### config.mk
export PLATFORM = sky130hd
export DESIGN_NAME = stream_range_src
export DESIGN_NICKNAME = d
export VERILOG_FILES = /design/src/rtl/stream_range_src_pkg.sv /design/src/rtl/stream_reg_out.sv /design/src/rtl/stream_range_src.sv
export SDC_FILE = /design/constraint.sdc
export NUM_CORES = 1
export LEC_CHECK = 0
export CORE_AREA = 2 2 96 98
export CTS_BUF_LIST = sky130_fd_sc_hd__clkbuf_8
export DETAILED_ROUTE_END_ITERATION = 8
export DIE_AREA = 0 0 98 100
export PLACE_DENSITY = 0.63
export SLEW_MARGIN = 0
export SYNTH_ARGS = -nofsm -noshare
export SYNTH_HDL_FRONTEND = slang
export SYNTH_SLANG_ARGS = --single-unit
### constraint.sdc
create_clock -name clk -period 1.97 [get_ports clk]
set_clock_uncertainty 0.05 [all_clocks]
set_input_delay 0.394 -clock clk [delete_from_list [all_inputs] [get_ports clk]]
set_output_delay 0.394 -clock clk [all_outputs]
set_load 0.05 [all_outputs]
### src/rtl/stream_range_src_pkg.sv
// Shared definitions for stream_range_src and its output register stage:
// default data/count widths and the controller state encoding.
package stream_range_src_pkg;

    localparam int unsigned DEF_N  = 8;
    localparam int unsigned DEF_CW = 8;

    localparam logic [1:0] S_IDLE = 2'd0;
    localparam logic [1:0] S_RUN  = 2'd1;
    localparam logic [1:0] S_DONE = 2'd2;

    typedef enum logic [1:0] {
        ST_IDLE = S_IDLE,
        ST_RUN  = S_RUN,
        ST_DONE = S_DONE
    } state_t;

endpackage

### src/rtl/stream_reg_out.sv
// Output register stage for a valid/ready stream element.
// The (data, valid) pair only changes when the owner loads a new element
// or clears valid, so a stalled element is held stable.
//   clk, nrst : clock, async active-low reset
//   ld        : load ld_data and raise valid
//   ld_data   : element to present
//   clr       : drop valid (ld has priority)
//   data      : registered stream element
//   valid     : registered stream valid
module stream_reg_out
    import stream_range_src_pkg::*;
#(
    parameter int unsigned W = DEF_N
) (
    input  logic         clk,
    input  logic         nrst,
    input  logic         ld,
    input  logic [W-1:0] ld_data,
    input  logic         clr,
    output logic [W-1:0] data,
    output logic         valid
);

    always_ff @(posedge clk or negedge nrst) begin
        if (!nrst) begin
            data  <= '0;
            valid <= 1'b0;
        end else if (ld) begin
            data  <= ld_data;
            valid <= 1'b1;
        end else if (clr) begin
            valid <= 1'b0;
        end
    end

endmodule

### src/rtl/stream_range_src.sv
// Arithmetic-range stream producer. Accepts one request (start, count, step),
// emits start, start+step, ... (count elements, N-bit wrap) on a valid/ready
// stream, then offers a completion handshake carrying the next unemitted value.
//   clk, nrst                         : clock, async active-low reset
//   in_valid/in_ready                 : request handshake
//   in_start, in_count, in_step       : request payload
//   sOut, sOut_valid, sOut_ready      : element stream
//   out_valid, out_ready, out_next    : completion handshake and next value
module stream_range_src
    import stream_range_src_pkg::*;
#(
    parameter int unsigned N  = DEF_N,
    parameter int unsigned CW = DEF_CW
) (
    input  logic          clk,
    input  logic          nrst,
    input  logic          in_valid,
    output logic          in_ready,
    input  logic [N-1:0]  in_start,
    input  logic [CW-1:0] in_count,
    input  logic [N-1:0]  in_step,
    output logic [N-1:0]  sOut,
    output logic          sOut_valid,
    input  logic          sOut_ready,
    output logic          out_valid,
    input  logic          out_ready,
    output logic [N-1:0]  out_next
);

    state_t        state_q, state_d;
    logic [N-1:0]  cur_q, step_q;
    logic [CW-1:0] rem_q;

    logic          accept_c, xfer_c, last_c, ld_c, clr_c;
    logic [N-1:0]  nxt_c, ld_data_c;

    // Next value in the sequence, wrapping at 2^N.
    assign nxt_c = cur_q + step_q;

    // Next-state and stream-stage control.
    always_comb begin
        state_d   = state_q;
        ld_c      = 1'b0;
        clr_c     = 1'b0;
        ld_data_c = nxt_c;
        accept_c  = in_valid && in_ready && (state_q == ST_IDLE);
        xfer_c    = (state_q == ST_RUN) && sOut_valid && sOut_ready;
        // Completion is taken at rem==1 so the counter never underflows.
        last_c    = xfer_c && (rem_q == CW'(1));
        case (state_q)
            ST_IDLE: begin
                if (accept_c) begin
                    if (in_count == '0) begin
                        state_d = ST_DONE;
                    end else begin
                        state_d   = ST_RUN;
                        ld_c      = 1'b1;
                        ld_data_c = in_start;
                    end
                end
            end
            ST_RUN: begin
                if (last_c) begin
                    state_d = ST_DONE;
                    clr_c   = 1'b1;
                end else if (xfer_c) begin
                    ld_c = 1'b1;
                end
            end
            ST_DONE: begin
                if (out_ready) begin
                    state_d = ST_IDLE;
                end
            end
            default: state_d = ST_IDLE;
        endcase
    end

    // State, handshake flags and sequence registers.
    always_ff @(posedge clk or negedge nrst) begin
        if (!nrst) begin
            state_q   <= ST_IDLE;
            in_ready  <= 1'b0;
            out_valid <= 1'b0;
            out_next  <= '0;
            cur_q     <= '0;
            step_q    <= '0;
            rem_q     <= '0;
        end else begin
            state_q   <= state_d;
            in_ready  <= (state_d == ST_IDLE);
            out_valid <= (state_d == ST_DONE);
            if (accept_c) begin
                cur_q  <= in_start;
                step_q <= in_step;
                rem_q  <= in_count;
                if (in_count == '0) begin
                    out_next <= in_start;
                end
            end else if (xfer_c) begin
                cur_q <= nxt_c;
                rem_q <= rem_q - CW'(1);
                if (last_c) begin
                    out_next <= nxt_c;
                end
            end
        end
    end

    stream_reg_out #(.W(N)) u_reg_out (
        .clk     (clk),
        .nrst    (nrst),
        .ld      (ld_c),
        .ld_data (ld_data_c),
        .clr     (clr_c),
        .data    (sOut),
        .valid   (sOut_valid)
    );

endmodule

==> impl_summary.txt, run 1 <==
----------------------------------------------------
[Critical path]
  Reg2Reg Capture Point ... out_next[6]$_DFFE_PN0P_
  Kind of end point of the critical path ... output pin
  R2R setup slack ... roughly 0.06 ns
  Startpoint Class ... register
  Cell at the slowest stage of the critical path ... sky130_fd_sc_hd__clkdlybuf4s50_1
  Buf/Inv on CP ... 1
  R2r worst-path depth ... 8
  Largest fanout on the critical path ... 2
  Crit path max-delay family ... buffers and inverters
  FF-to-FF Start ... step_q[0]$_DFFE_PN0N_
  Critical Path RT ... 1.53 ns
  Peak per-stage delay on the critical path ... 0.80 ns
  Critical path start-end classification ... register to output pin
  Cell breakdown of the critical path ... clkdlybuf4s50_1
  Critical path data arrival time ... 1.48 ns

[STA]
  Fmax ... a little over 500 MHz
  Final number of max-transition violations ... 0
  Share of the clock period used by the worst path ... 0.9776
  Hold Slack ... 0.1129 ns
  Finish-stage setup viols ... 0
  Unrepaired setup endpoints after global routing ... true
  Max-slew headroom ... 0.6126
  Total count of hold-check failures in the final report ... 0
  Period minus WS final ... 1.926 ns
  Slew @ Worst Pin ... 0.5811 ns
  Final setup margin ... 0.04410 ns

[Logic synthesis]
  Most used DFF post-synth ... sky130_fd_sc_hd__dfrtp_1
  Library cell with the largest summed area after synthesis ... sky130_fd_sc_hd__dfrtp_1
  Sequential element share of the synthesized area ... 0.4427
  Leading post-synthesis cells by cell area ... sky130_fd_sc_hd__dfrtp_1 44%, sky130_fd_sc_hd__nand2_1 7.8%, sky130_fd_sc_hd__ha_1 4.4%
  Number of flops mapped to enable cells by yosys ... 0
  Post-synthesis instance area ... 2544 um2
  Count of warnings emitted by yosys ... 0
  Distinct cells, synth ... 50
  Share of flip-flops with an asynchronous set or reset after synthesis ... 1.000
  Synthesized area per cell ... 9.672 um2
  Synthesized net count ... 302
  Count of mapped cells out of synthesis ... 263
  Area share of the largest cell type after synthesis ... 0.4427
  Yosys reg bits ... 45

[Routing]
  Drt pass-1 iters ... 4
  Wire per inst ... 13.89 um
  Detailed-route wire length ... 6347 um
  Number of remaining DRC errors ... 0
  Routed via count ... 2,173
  Final ANT Viol Nets ... 0
  Vias per std cell ... 4.755
  Initial drt markers ... 107

[Flow run]
  Number of maximum-capacitance violations ... 0

[Floorplanning]
  Row Count ... 35
  Area enclosed by the die boundary ... 9800 um2
  Boundary pin count ... between 40 and 50
  Die extent in y ... 100 um
  Die Width ... roughly 98 um
  Effective utilization at floorplan ... 0.2861
  Area of the placeable core ... slightly below 9000 um2

[Global route]
  Global-route wire length before repair ... 10,870 um
  Number of antenna violations at the first check in global routing ... 0
  Global-route usage over all layers ... 0.1369
  GR Overflow Total ... 0
  Via count of the first global-routing pass ... 2,165
  Pin count of the biggest net entering global routing ... 46

[Placement]
  Buffers added on ports ... 47
  Cell Area, Placed ... between 3000 and 4000 um2
  Detailed-placement wirelength estimate ... 4809 um
  Worst slack at placement ... -0.1892 ns
  RD Place Congestion ... 0.8559

[Clocking]
  Clock tree from TritonCTS ... built
  Number of hold buffers added after cts ... 0
  Insertion delay of the later-clocked pin in the worst-skew pair ... 0.30 ns
  Clk buf depth ... 2
  Clock edge transition at the registers on the reported setup and hold paths ... about 0.090 ns
  Num CTS Buffers ... 5
  Clock root cell ... sky130_fd_sc_hd__clkbuf_8
  H-Tree Depth ... 2
  TritonCTS sink count ... 45

[Layout]
  Layout Nets ... 384
  Diodes inserted ... 0
  Fraction of final layout cells sized beyond drive strength 1 ... 0.2717
  Cell area after layout ... roughly 3600 um2
  Layout-stage area growth over the synthesis result ... 40.73%
  Final standard cell utilization of the core ... 0.4027

[Pwr]
  Total power density per cell area ... about 1800 nW/um2
  Leakage power figure ... 1.549 nW
  IR drop worst, VDD ... 0.5698 mV

[Run status]
  Outcome ... complete, no violations

[Min path]
  Kind of path behind the tightest hold check ... input port to asynchronous set/reset pin

----------------------------------------------------
[power by group]
group	total [W]	switching [W]	internal, W
clock network	0.000741	0.000332	0.000409
logic	0.00411	0.00235	0.00176
registers	0.00170	0.000344	0.00136
total	0.00655	0.00302	0.00353
[cells in the mapped netlist (3+ instances only)]
cell type and instances:
sky130_fd_sc_hd__a211oi_1 3, sky130_fd_sc_hd__a21oi_1 15, sky130_fd_sc_hd__a31oi_1 3, sky130_fd_sc_hd__a31oi_2 3, sky130_fd_sc_hd__a32oi_1 3, sky130_fd_sc_hd__buf_2 3
sky130_fd_sc_hd__buf_6 3, sky130_fd_sc_hd__clkbuf_1 3, sky130_fd_sc_hd__dfrtp_1 45, sky130_fd_sc_hd__ha_1 9, sky130_fd_sc_hd__inv_1 10, sky130_fd_sc_hd__mux2i_1 7
sky130_fd_sc_hd__nand2_1 53, sky130_fd_sc_hd__nand2b_1 5, sky130_fd_sc_hd__nand3_1 4, sky130_fd_sc_hd__nor2_1 18, sky130_fd_sc_hd__nor2_2 5, sky130_fd_sc_hd__nor3_1 4
sky130_fd_sc_hd__nor4_4 3, sky130_fd_sc_hd__o211ai_1 6, sky130_fd_sc_hd__o21a_1 3, sky130_fd_sc_hd__o21ai_0 16, sky130_fd_sc_hd__o21ai_1 4, sky130_fd_sc_hd__xor2_1 4
[metrics by stage]
step,setup TNS [ns],cells,total power [W]
2_1_floorplan,0,263,0.004177
3_3_place_gp,-1.389,448,0.005411
3_5_place_dp,-1.965,448,0.005499
4_1_cts,0,456,0.006446
5_1_grt,-0.08504,457,0.007083
6_report,0,457,0.006549
[area by class of cell]
| type | instances | area [um2] |
|---|---|---|
| clock buffer | 6 | 82.58 |
| clock inverter | 2 | 33.78 |
| fill | 871 | 5310 |
| inverter | 10 | 37.54 |
| multi-input combinational | 196 | 1388 |
| sequential | 45 | 1126 |
| tap | 111 | 138.9 |
| timing repair buffer | 87 | 773.2 |
[kinds of logic after synthesis]
| family | after synthesis | share of synthesized area |
|---|---|---|
| AO/OA/AOI/OAI | 70 | 0.1914 |
| flip-flops | 45 | 0.4427 |
| multiplexers | 7 | 0.02755 |
| XOR/XNOR | 5 | 0.01722 |
| buffers and inverters | 22 | 0.05214 |
| adder cells (fa/ha/maj) | 10 | 0.05214 |
| AND/OR/NAND/NOR | 104 | 0.2169 |
[per-layer routing]
layer | vias to the layer above | share of wire | track usage
li1 | 1090 | - | -
met1 | 1028 | 0.48 | 0.1876
met2 | 49 | 0.46 | 0.2223
met3 | 6 | 0.049 | 0.03482
met4 | 0 | 0.0084 | 0.02564
met5 | - | 0 | 0
[placed cells by master, fill, tap and decap left out, types with 7 or more instances in the layout]
master | netlist | routed
sky130_fd_sc_hd__nand2_1 | 53 | 53
sky130_fd_sc_hd__buf_4 | 2 | 49
sky130_fd_sc_hd__dfrtp_1 | 45 | 45
sky130_fd_sc_hd__clkdlybuf4s50_1 | 0 | 34
sky130_fd_sc_hd__nor2_1 | 18 | 16
sky130_fd_sc_hd__a21oi_1 | 15 | 14
sky130_fd_sc_hd__o21ai_0 | 16 | 14
sky130_fd_sc_hd__inv_1 | 10 | 11
sky130_fd_sc_hd__nor2_2 | 5 | 7
sky130_fd_sc_hd__mux2i_1 | 7 | 7
sky130_fd_sc_hd__ha_1 | 9 | 7
[worst max-delay path by stage]
| stage | endpoint | from | cells after the start |
|---|---|---|---|
| after global routing | out_next[7]$_DFFE_PN0P_ | cur_q[1]$_DFFE_PN0P_ | 7 |
| final | out_next[0] | out_next[0]$_DFFE_PN0P_ | 1 |
| after detailed placement | out_next[5]$_DFFE_PN0P_ | in_count[4] | 7 |
| after floorplan | out_next[6]$_DFFE_PN0P_ | cur_q[0]$_DFFE_PN0P_ | 8 |
| after global placement | out_next[5]$_DFFE_PN0P_ | in_count[4] | 7 |
| after CTS | out_next[7]$_DFFE_PN0P_ | cur_q[4]$_DFFE_PN0P_ | 8 |
[state kept, by name, indices dropped and copies added (netlist names)]
register / count
in_ready: 1
step_q: 8
out_valid: 1
cur_q: 8
u_reg_out.valid: 1
out_next: 8
rem_q: 8
u_reg_out.data: 8
state_q: 2
[timing repair]
action,CTS,global route
setup endpoints to repair,11,10
pin swaps,2,4
setup buffers,0,1
gates resized for setup,10,9
Power figures use the tool's default switching activity.
==> inputs of run 2 (changes only) <==
Settings changed: SLEW_MARGIN 0 to unset.
==> results of run 2 <==
No change in the layout: final DEF, timing and power equal those of run 1.
